<file path="config.mk">
export PLATFORM = sky130hd
export DESIGN_NAME = mem_access
export DESIGN_NICKNAME = d
export VERILOG_FILES = /design/src/rtl/mem_access_pkg.sv /design/src/rtl/mem_access_link_reg.sv /design/src/rtl/mem_access.sv
export SDC_FILE = /design/constraint.sdc
export NUM_CORES = 1
export LEC_CHECK = 0
export CORE_MARGIN = 1
export CORE_UTILIZATION = 31
export CTS_BUF_LIST = sky130_fd_sc_hd__clkbuf_4
export CTS_CLUSTER_SIZE = 20
export DETAILED_ROUTE_END_ITERATION = 10
export HOLD_SLACK_MARGIN = 0.05
export MAX_ROUTING_LAYER = met4
export PLACE_DENSITY = 0.77
export SLEW_MARGIN = 10
export SYNTH_ARGS = -nofsm -noshare
export SYNTH_HDL_FRONTEND = slang
export SYNTH_HIERARCHICAL = 1
export SYNTH_SLANG_ARGS = --single-unit
</file>
<file path="constraint.sdc">
create_clock -name CLK -period 1.57 [get_ports CLK]
set_clock_uncertainty 0.2 [all_clocks]
set_input_delay 0.314 -clock CLK [delete_from_list [all_inputs] [get_ports CLK]]
set_output_delay 0.314 -clock CLK [all_outputs]
set_load 0.01 [all_outputs]
</file>
<file path="src/rtl/mem_access_pkg.sv">
// Shared types for the memory-stage access unit: opcodes, word type, access FSM states.
package mem_access_pkg;

  localparam int WORD_W_DEF = 32;

  typedef logic [WORD_W_DEF-1:0] word_t;

  typedef enum logic [5:0] {
    ADDI = 6'b001000,
    LW   = 6'b100011,
    SW   = 6'b101011,
    LL   = 6'b110000,
    SC   = 6'b111000,
    HALT = 6'b111111
  } opcode_t;

  typedef enum logic [1:0] {
    IDLE = 2'd0,
    WAIT = 2'd1,
    HOLD = 2'd2
  } memstate_t;

endpackage

</file>
<file path="src/rtl/mem_access_link_reg.sv">
// LL/SC reservation: one valid bit plus the word address reserved by the last LL.
module mem_access_link_reg #(
  parameter int WORD_W = 32
) (
  input  logic              CLK,
  input  logic              nRST,
  input  logic              i_ll_done,
  input  logic              i_st_done,
  input  logic [WORD_W-1:0] i_addr,
  input  logic              i_ccinv,
  input  logic [WORD_W-1:0] i_snoop_addr,
  output logic              o_valid,
  output logic [WORD_W-1:0] o_addr
);

  logic              r_valid;
  logic [WORD_W-1:0] r_addr;
  logic              w_kill;

  assign w_kill  = (i_ccinv && (i_snoop_addr == r_addr)) || (i_st_done && (i_addr == r_addr));
  assign o_valid = r_valid;
  assign o_addr  = r_addr;

  // A completing LL takes priority over an invalidate in the same cycle.
  always_ff @(posedge CLK or negedge nRST) begin
    if (!nRST) begin
      r_valid <= 1'b0;
      r_addr  <= '0;
    end else if (i_ll_done) begin
      r_valid <= 1'b1;
      r_addr  <= i_addr;
    end else if (w_kill) begin
      r_valid <= 1'b0;
    end
  end

endmodule

</file>
<file path="src/rtl/mem_access.sv">
// Memory-stage access unit: issues dcache requests, stalls until dhit, holds load data for MEM/WB.
// Optional LL/SC reservation tracking is built when LLSC_EN is defined.
//
// state | meaning
// IDLE  | no request outstanding; a request may issue and hit this cycle
// WAIT  | request issued, waiting for dhit
// HOLD  | access done but MEM/WB not advancing; result held, no request
module mem_access
  import mem_access_pkg::*;
#(
  parameter int WORD_W   = 32,
  parameter int ADDR_LSB = 2
) (
  input  logic              CLK,
  input  logic              nRST,
  input  logic              en,
  input  logic              flush,
  input  logic              in_memRead,
  input  logic              in_memWrite,
  input  logic              in_halt,
  input  logic [5:0]        in_opcode,
  input  logic [WORD_W-1:0] in_aluout,
  input  logic [WORD_W-1:0] in_storeData,
  input  logic              dhit,
  input  logic [WORD_W-1:0] dmemload,
`ifdef LLSC_EN
  input  logic              ccinv,
  input  logic [WORD_W-1:0] ccsnoopaddr,
`endif
  output logic              dmemREN,
  output logic              dmemWEN,
  output logic [WORD_W-1:0] dmemaddr,
  output logic [WORD_W-1:0] dmemstore,
  output logic [WORD_W-1:0] out_readData,
  output logic              mem_stall
);

  localparam logic [WORD_W-1:0] ADDR_MASK = ~((WORD_W'(1) << ADDR_LSB) - WORD_W'(1));

  memstate_t         r_state;
  logic [WORD_W-1:0] r_hold_data;
  opcode_t           w_op;
  logic              w_is_sc;
  logic              w_sc_fail;
  logic              w_req;
  logic              w_issue;
  logic              w_done;
  logic [WORD_W-1:0] w_addr;
  logic [WORD_W-1:0] w_result;

  assign w_op     = opcode_t'(in_opcode);
  assign w_is_sc  = (w_op == SC);
  assign w_addr   = in_aluout & ADDR_MASK;
  assign w_result = w_is_sc ? WORD_W'(1) : dmemload;

`ifdef LLSC_EN
  logic              w_link_valid;
  logic [WORD_W-1:0] w_link_addr;
  logic              w_ll_done;
  logic              w_st_done;

  assign w_sc_fail = w_is_sc & in_memWrite & ~(w_link_valid && (w_link_addr == w_addr));
  assign w_ll_done = w_done & (w_op == LL) & in_memRead & ~in_memWrite;
  assign w_st_done = w_done & in_memWrite;

  mem_access_link_reg #(.WORD_W(WORD_W)) u_link_reg (
    .CLK         (CLK),
    .nRST        (nRST),
    .i_ll_done   (w_ll_done),
    .i_st_done   (w_st_done),
    .i_addr      (w_addr),
    .i_ccinv     (ccinv),
    .i_snoop_addr(ccsnoopaddr),
    .o_valid     (w_link_valid),
    .o_addr      (w_link_addr)
  );
`else
  assign w_sc_fail = 1'b0;
`endif

  // nRST gates the request path so a reset drops it without waiting for a clock.
  assign w_req   = nRST & (in_memRead | in_memWrite) & ~in_halt & ~flush & ~w_sc_fail;
  assign w_issue = w_req & (r_state != HOLD);
  assign w_done  = w_issue & dhit;

  assign dmemWEN      = w_issue & in_memWrite;
  assign dmemREN      = w_issue & ~in_memWrite;
  assign mem_stall    = w_issue & ~dhit;
  assign dmemaddr     = nRST ? w_addr : '0;
  assign dmemstore    = nRST ? in_storeData : '0;
  assign out_readData = !nRST              ? '0 :
                        (r_state == HOLD)  ? r_hold_data :
                        w_done             ? w_result : '0;

  always_ff @(posedge CLK or negedge nRST) begin
    if (!nRST) begin
      r_state     <= IDLE;
      r_hold_data <= '0;
    end else begin
      case (r_state)
        IDLE: begin
          if (w_issue && !dhit) begin
            r_state <= WAIT;
          end else if (w_done && !en) begin
            r_state     <= HOLD;
            r_hold_data <= w_result;
          end
        end
        WAIT: begin
          if (!w_req) begin
            r_state <= IDLE;
          end else if (dhit) begin
            if (en) begin
              r_state <= IDLE;
            end else begin
              r_state     <= HOLD;
              r_hold_data <= w_result;
            end
          end
        end
        HOLD: begin
          if (en || flush) r_state <= IDLE;
        end
        default: r_state <= IDLE;
      endcase
    end
  end

endmodule

</file>
* Word-level counts from Yosys, hierarchy flattened
Cells that the tools add are included.
** Operators by class
- Equality and inequality tests :: 12
- Bitwise operators :: 13
- Reduce and logical (&&, ||, !) cells :: 9
- Muxes and demuxes :: 19
** Operator list (number)
- 32-bit two-way mux :: 11
- 32-bit case mux with 2 select lines :: 1
- 2-bit two-way mux :: 6
- 2-bit inequality test (second input constant) :: 6
- 1-bit bitwise AND :: 8
- 6-bit equality test (second input constant) :: 1
- 3-bit inequality test (second input constant) :: 2
- 2-bit case mux with 3 select lines :: 1
- 6-bit AND reduction :: 1
- 1-bit NOT :: 4
- 3-bit AND reduction :: 1
- 2-bit by 1-bit equality test with 1-bit output (second input constant) :: 1
- 2-bit equality test (second input constant) :: 1
- 1-bit logical AND :: 2
- 1-bit zero test :: 2
- 2-bit zero test :: 1
- 2-bit by 1-bit inequality test with 1-bit output (second input constant) :: 1
- 2-bit nonzero test :: 1
- 1-bit logical OR :: 1
- 1-bit bitwise OR :: 1
** Word-level totals
- Register bits :: 34
- Output and inout bits :: 99
- Logic and storage cells :: 55

* Longest topological paths before layout
Gate-level depths: netlist of run 1.
- Depth in word-level cells :: 10
- Gate-level depth with buffers :: 5
- Depth with buffers taken out :: 3

* Least setup slack after synthesis of run 1
OpenSTA, ideal clock, no wires.
- Kind :: input port to output port
- Start point :: in flush
- End point :: out out_readData[10]
- Arrival time :: 1.238 ns
- Stages on the path :: 4
- Setup slack :: -0.182 ns
- Cells stage by stage :: and4bb_2 > nand2_1 > buf_2 > o31ai_1
** On the way
- Longest elaborated chain between the ends :: 7
** RTL lines
- from (decl) :: line mem_access.sv:17 : input logic flush,
- 1-bit NOT :: line mem_access.sv:82 : assign w_req = nRST & (in_memRead | in_memWrite) & ~in_halt & ~flush & ~w_sc_fail;
- 1-bit bitwise AND :: line mem_access.sv:82
- 1-bit bitwise AND :: line mem_access.sv:83 : assign w_issue = w_req & (r_state != HOLD);
- 1-bit bitwise AND :: line mem_access.sv:84 : assign w_done = w_issue & dhit;
- 32-bit two-way mux :: line mem_access.sv:93 : w_done ? w_result : '0;
- 32-bit two-way mux :: line mem_access.sv:92 : (r_state == HOLD) ? r_hold_data :
- 32-bit two-way mux :: line mem_access.sv:91 : assign out_readData = !nRST ? '0 :
- to (decl) :: line mem_access.sv:34 : output logic [WORD_W-1:0] out_readData,
No other way between the ends.

* Final worst setup path of run 1
- Start point :: reg r_state[0]
- End point :: out out_readData[13]
** On the way
- Longest elaborated chain between the ends :: 6
** RTL lines
- from (decl) :: line mem_access.sv:40 : memstate_t r_state;
- from (signal assigned) :: line mem_access.sv:97 : r_state <= IDLE;
- from (signal assigned) :: line mem_access.sv:103 : r_state <= WAIT;
- from (signal assigned) :: line mem_access.sv:105 : r_state <= HOLD;
- 2-bit inequality test :: line mem_access.sv:83
- 1-bit bitwise AND :: line mem_access.sv:83
- 1-bit bitwise AND :: line mem_access.sv:84
- 32-bit two-way mux :: line mem_access.sv:93
- 32-bit two-way mux (*) :: line mem_access.sv:92
- 32-bit two-way mux (*) :: line mem_access.sv:91
Every way passes the cells marked *; elsewhere a longest branch is shown, timed or not.

==> results.py, run 1 <==
metrics = {
    "worst_hold_path": {
        "hold_class": "in -> async",
    },
    "route": {
        "viasPerCell": 5.11,
        "drtIter0Drc": 145,
        "wl_per_cell_um": 18.3,
        "drt-total-wl_um": 12700,
        "ant_nets": 0,
        "drt_pass1_iterations": 4,
        "num_vias": 3548,
        "drc": 0,
    },
    "sta": {
        "setup_viol": 120,
        "rsz0062_at_grt": "true",
        "tightestPinTransition_ns": 0.537,
        "drv_slew": 0,
        "fin_crit_sh_pct": 140,
        "final.setup.worst_slack_ns": -0.622,
        "max_freq_mhz": 456,
        "hold_viol": 0,
        "min_period_ns": 2.19,
        "slew_headroom_pct": 64.2,
    },
    "synthesis": {
        "ys.flop_type": "dfrtp_1",
        "synth.distinct_cells": 28,
        "netlist_area_um2": 2670,
        "synthAdderAreaFrac_pct": 0,
        "syn_area_per_cell_um2": 7.80,
        "synthArstFlopShare_pct": 100,
        "seq_area_frac_synth_pct": 31.9,
        "synth_top_family_by_area": "simple AND/OR/NAND/NOR gates",
        "yosysWarnings": 6,
        "synth-seq-cells": 34,
        "synth-simple-area-share_pct": 29.3,
        "synthCells": 342,
        "synth_edf_count": 0,
        "synthMuxAreaShare_pct": 12.0,
        "synth_compound_gate_area_share_pct": 15.4,
        "synthXorXnorAreaFrac_pct": 0,
    },
    "pwr": {
        "clock_power_share_pct": 20.9,
        "p_per_area_nw_per_um2": 509,
        "p_leak_nw": 2.79,
        "p_sw_share_pct": 31.6,
        "ir_worst_vdd_mv": 0.386,
        "p_int_w": 0.00211,
        "power_frac_seq_pct": 38.9,
        "p_switching_w": 0.000974,
        "power_frac_comb_pct": 40.1,
    },
    "floorplanning": {
        "start_util_pct": 32.3,
        "die_y_um": 94.8,
        "core_um2": 8260,
        "chipWidth_um": 94.8,
        "row_count": 33,
        "die_area_um2": 8980,
        "ioPinCount": 209,
    },
    "finish": {
        "utilization_pct": 73.4,
        "area_delta_synth_final_pct": 127,
        "layout_common_cells": "clkdlybuf4s50_1 (94), buf_2 (66), buf_6 (49), dfrtp_1 (33)",
        "nNetsFinal": 695,
        "layout-drive-gt1-share_pct": 46.0,
        "layout_commonest_cell": "clkdlybuf4s50_1",
    },
    "clock_tree": {
        "cts_root_buf": "clkbuf_4",
        "insertion_delay_ns": 0.35,
        "cts_tree": "yes",
        "holdBufCountCts": 2,
        "numCtsBuffers": 5,
        "clock_path_buffers": 2,
        "htreeDepth": 2,
        "path_clk_slew_ns": 0.12,
        "cts.sinks": 34,
    },
    "global_routing": {
        "grt_max_degree": 41,
        "grt_pass1_vias": 3582,
        "track_usage_pct": 28.5,
        "grt_pass1_wl_um": 18600,
        "antenna_found_initial": 4,
        "grt_overflow_total": 0,
    },
    "critical_path": {
        "slowest_delay_ns": 0.41,
        "critical_path_class": "reg -> out",
        "cp-start-kind": "flop",
        "critical_path_required_ns": 1.06,
        "path_buf_inv": 2,
        "crit_chain": "nand2b_4 -> buf_16 -> nand2_1 -> o31ai_4 -> buf_2",
        "crit_path_end_kind": "output pin",
        "path_delay_family": "flip-flops",
        "critical_path_arrival_ns": 1.68,
        "cp_slowest_cell": "dfrtp_1",
        "worstPathMaxFanout": 16,
    },
    "place": {
        "dpl_worst_slack_ns": -1.12,
        "hpwlAfterDp_um": 8220,
        "place_congestion": 0.783,
        "io_buffer_count": 204,
    },
    "run_status": {
        "status": "finished with violations",
        "violations": "negative setup slack",
    },
    "job": {
        "drv_cap": 0,
    },
}
-- power groups by stage --
stage	Sequential (W)	Combinational, W	Clock, W
after CTS	0.00119	0.00118	0.000641
after global routing	0.00122	0.00133	0.000690
after detailed placement	0.00120	0.00110	0
after global placement	0.00119	0.00106	0
final	0.00120	0.00124	0.000646
after floorplan	0.00117	0.000490	0
-- kinds of logic (layout without fill, tap and decap cells) --
kind of cell / count (synthesis) / after routing
AO/OA/AOI/OAI: 65 / 65
flip-flops: 34 / 34
buffers and inverters: 67 / 309
multiplexers: 32 / 32
other: 1 / 6
AND/OR/NAND/NOR: 143 / 143
-- sequential cells by signal (all words and copies together), names as in the netlist --
| signal | count |
|---|---|
| r_hold_data | 32 |
| r_state | 2 |
-- cells in the mapped netlist (2+ instances only) --
| master | number | area share [%] |
|---|---|---|
| nor2_1 | 3 | 0.42 |
| and2_1 | 62 | 15 |
| o21ai_1 | 5 | 0.94 |
| nand2_1 | 32 | 4.5 |
| nor3_1 | 3 | 0.56 |
| nand3_1 | 32 | 6.0 |
| mux2i_1 | 31 | 12 |
| o31ai_1 | 31 | 8.7 |
| buf_2 | 7 | 1.3 |
| nand2b_1 | 2 | 0.47 |
| nor3b_1 | 3 | 0.84 |
| dfrtp_1 | 34 | 32 |
| inv_1 | 32 | 4.5 |
| buf_4 | 2 | 0.56 |
| o21ai_0 | 26 | 4.9 |
| buf_6 | 4 | 1.7 |
| clkbuf_1 | 22 | 3.1 |
-- worst reg2reg max path, cell delays in order (launching register included) --
cell and delay [ns]:
dfrtp_2 0.46, buf_6 0.14, nor3b_2 0.16, and4_4 0.33, buf_6 0.13, mux2_4 0.29
-- final timing paths --
kind | startpoint | endpoint | slack (ns) | depth (start not counted)
worst max-delay path | r_state[0] | out_readData[13] | -0.62 | 5
worst min-delay path | nRST | r_hold_data[31] | 0.04 | 5
worst max register to register | r_state[1] | r_hold_data[0] | -0.24 | 5
worst min register to register | r_hold_data[18] | r_hold_data[18] | 0.33 | 2
max in group asynchronous | nRST | r_state[1] | 0.42 | 6
min in group CLK | dhit | r_state[0] | 0.14 | 3
-- per-stage QoR --
| stage | hold slack (ns) | total power [W] | instances | cell area [µm²] | TNS, ns |
|---|---|---|---|---|---|
| after floorplan | -0.182 | 0.00166 | 343 | 3230 | -1.67 |
| after global placement | 0.281 | 0.00225 | 650 | 5480 | -81.06 |
| after detailed placement | 0.279 | 0.00230 | 650 | 5480 | -83.45 |
| after CTS | 0.0686 | 0.00301 | 690 | 5900 | -29.61 |
| after global routing | 0.0273 | 0.00324 | 694 | 6060 | -37.15 |
| final | 0.0374 | 0.00309 | 694 | 6060 | -32.28 |
-- metal layers --
metal / vias up / wire (µm) / track usage, % / part of all wire (%)
li1: 1635 / - / - / -
met1: 1697 / 4550 / 29.2 / 36
met2: 179 / 6640 / 50.1 / 52
met3: 37 / 1060 / 7.57 / 8.4
met4: 0 / 446 / 13.8 / 3.5
met5: - / 0 / - / 0
-- what timing repair did --
item,4_1_cts,5_1_grt
endpoints found under the setup margin,129,106
pin swaps,11,9
resized for setup,497,61
endpoints found under the hold margin,14,20
gates cloned,10,1
setup buffers,22,5
-- final cells by class --
| cell class | count | area (µm²) |
|---|---|---|
| Multi-Input combinational cell | 242 | 2180 |
| Sequential cell | 34 | 852 |
| Clock inverter | 2 | 33.8 |
| Antenna cell | 4 | 10.0 |
| Inverter | 32 | 120 |
| Tap cell | 105 | 131 |
| Fill cell | 587 | 2200 |
| Timing Repair Buffer | 270 | 2690 |
| Clock buffer | 5 | 37.5 |
(Power assumes the default switching activity.)
==> inputs of run 2 (changes only) <==
- CTS_CLUSTER_DIAMETER: unset -> 100
==> results of run 2 <==
The final DEF is identical to that of run 1; final timing and power are the same.
==> inputs of run 3 (changes only) <==
- SKIP_CTS_REPAIR_TIMING: unset -> 1
==> run 3 against run 2 <==
Effect of this change: the flow still finishes with violations (negative setup slack); global-route usage is 4.6 points lower; combinational power fell by 10%; final cell count fell by 1.7%; critical endpoint is now out_readData[27]; largest cell class unchanged; critical path type unchanged; sequential share of layout area is 0.76 points higher; largest power group is now sequential cells; power is 4.7% lower; core utilization decreased by 3.9 points; highest routed layer unchanged; critical path depth stayed put.
==> results.py, run 3 (same netlist as run 1, synthesis figures left out) <==
metrics = {
    "run_status": {
        "status": "finished with violations",
        "violations": "negative setup slack",
    },
    "floorplanning": {
        "core_um2": 8260,
        "chipWidth_um": 94.8,
        "start_util_pct": 32.3,
        "ioPinCount": 209,
        "die_y_um": 94.8,
        "row_count": 33,
        "die_area_um2": 8980,
    },
    "global_routing": {
        "antenna_found_initial": 2,
        "grt_overflow_total": 0,
        "grt_max_degree": 57,
        "grt_pass1_vias": 3224,
        "grt_pass1_wl_um": 15900,
        "track_usage_pct": 23.8,
    },
    "sta": {
        "final.setup.worst_slack_ns": -0.586,
        "drv_slew": 0,
        "min_period_ns": 2.16,
        "hold_viol": 0,
        "max_freq_mhz": 464,
        "fin_crit_sh_pct": 137,
        "rsz0062_at_grt": "true",
        "tightestPinTransition_ns": 0.524,
        "setup_viol": 67,
        "hold_slack_ns": 0.0162,
        "final.setup.tns_ns": -27.64,
        "slew_headroom_pct": 64.9,
    },
    "pwr": {
        "power_frac_seq_pct": 40.5,
        "p_sw_share_pct": 31.5,
        "p_int_w": 0.00202,
        "p_leak_nw": 2.85,
        "ir_worst_vdd_mv": 0.432,
        "clock_power_share_pct": 21.7,
        "p_per_area_nw_per_um2": 512,
        "power_frac_comb_pct": 37.8,
        "p_switching_w": 0.000926,
    },
    "route": {
        "num_vias": 3449,
        "drtIter0Drc": 122,
        "drt_pass1_iterations": 4,
        "ant_nets": 0,
        "viasPerCell": 5.06,
        "wl_per_cell_um": 18.0,
        "drc": 0,
        "drt-total-wl_um": 12300,
    },
    "clock_tree": {
        "htreeDepth": 2,
        "clock_path_buffers": 2,
        "cts_tree": "yes",
        "cts_root_buf": "clkbuf_4",
        "cts.sinks": 34,
        "numCtsBuffers": 5,
        "insertion_delay_ns": 0.33,
        "path_clk_slew_ns": 0.12,
    },
    "finish": {
        "nNetsFinal": 685,
        "n_fill_cell": 653,
        "regMostFlops": "r_hold_data",
        "top_regs": "r_hold_data (32), r_state (2)",
        "largest_register_ffs": 32,
        "layout_common_cells": "clkdlybuf4s50_1 (95), and2_1 (59), clkbuf_2 (46), buf_2 (34), dfrtp_1 (34)",
        "layout_commonest_cell": "clkdlybuf4s50_1",
        "layout-drive-gt1-share_pct": 37.4,
        "area_delta_synth_final_pct": 115,
        "fin_cells": 682,
    },
    "critical_path": {
        "crit_chain": "nand2b_4 -> clkbuf_16 -> nand2_2 -> o31ai_4 -> buf_2",
        "critical_path_arrival_ns": 1.64,
        "critical_path_class": "reg -> out",
        "crit_path_end_kind": "output pin",
        "slowest_delay_ns": 0.40,
        "worstPathMaxFanout": 8,
        "cp_slowest_cell": "dfrtp_1",
        "cp-start-kind": "flop",
        "critical_path_required_ns": 1.06,
    },
    "job": {
        "drv_cap": 0,
    },
    "worst_hold_path": {
        "hold_class": "in -> async",
    },
    "place": {
        "place_congestion": 0.783,
        "dpl_worst_slack_ns": -1.12,
        "io_buffer_count": 204,
        "hpwlAfterDp_um": 8220,
        "dp.cells": 650,
    },
}
run 3: worst paths after layout:
path | startpoint | to | slack (ns) | cells past startpoint
max | r_state[0] | out_readData[27] | -0.59 | 5
min | nRST | r_hold_data[19] | 0.02 | 4
max reg2reg | r_state[1] | r_hold_data[8] | -0.30 | 6
min reg2reg | r_hold_data[5] | r_hold_data[5] | 0.33 | 2
max in group asynchronous | nRST | r_hold_data[16] | 0.10 | 5
min in group CLK | dhit | r_state[0] | 0.11 | 3
run 3: layout make-up:
class	count	area [µm²]	area share, %
antenna	2	5.00	0.0872
timing repair buffer	260	2460	42.8
tap	105	131	2.29
multi-input combinational	242	2100	36.6
sequential	34	851	14.8
clock inverter	2	33.8	0.588
inverter	32	120	2.09
clock buffer	5	37.5	0.654
run 3: layer usage:
metal	track usage [%]	vias to the layer above	wire, µm
li1	-	1612	-
met1	25.2	1649	4730
met2	43.2	155	6270
met3	4.11	33	831
met4	10.5	0	459
met5	-	-	0
run 3: per-stage QoR:
step / utilization (%) / total power [W] / area (µm²)
floorplan: - / 0.00166 / 3230
global placement: 66.4 / 0.00225 / 5480
detailed placement: 66.4 / 0.00230 / 5480
CTS: 67.3 / 0.00293 / 5560
global route: 69.5 / 0.00310 / 5740
finish: 69.5 / 0.00294 / 5740
run 3: power by group through the flow:
| stage | sequential, W | clock (W) | combinational [W] |
|---|---|---|---|
| 2_1_floorplan | 0.00117 | 0 | 0.000490 |
| 3_3_place_gp | 0.00119 | 0 | 0.00106 |
| 3_5_place_dp | 0.00120 | 0 | 0.00110 |
| 4_1_cts | 0.00118 | 0.000641 | 0.00110 |
| 5_1_grt | 0.00121 | 0.000678 | 0.00121 |
| 6_report | 0.00119 | 0.000638 | 0.00111 |
run 3: critical path: cells and delay by family (launching register included):
| family | cells | cell delay [ns] |
|---|---|---|
| AOI/OAI and AO/OA | 1 | 0.25 |
| buffers and inverters | 2 | 0.36 |
| DFF | 1 | 0.40 |
| and+or+nand+nor | 2 | 0.28 |
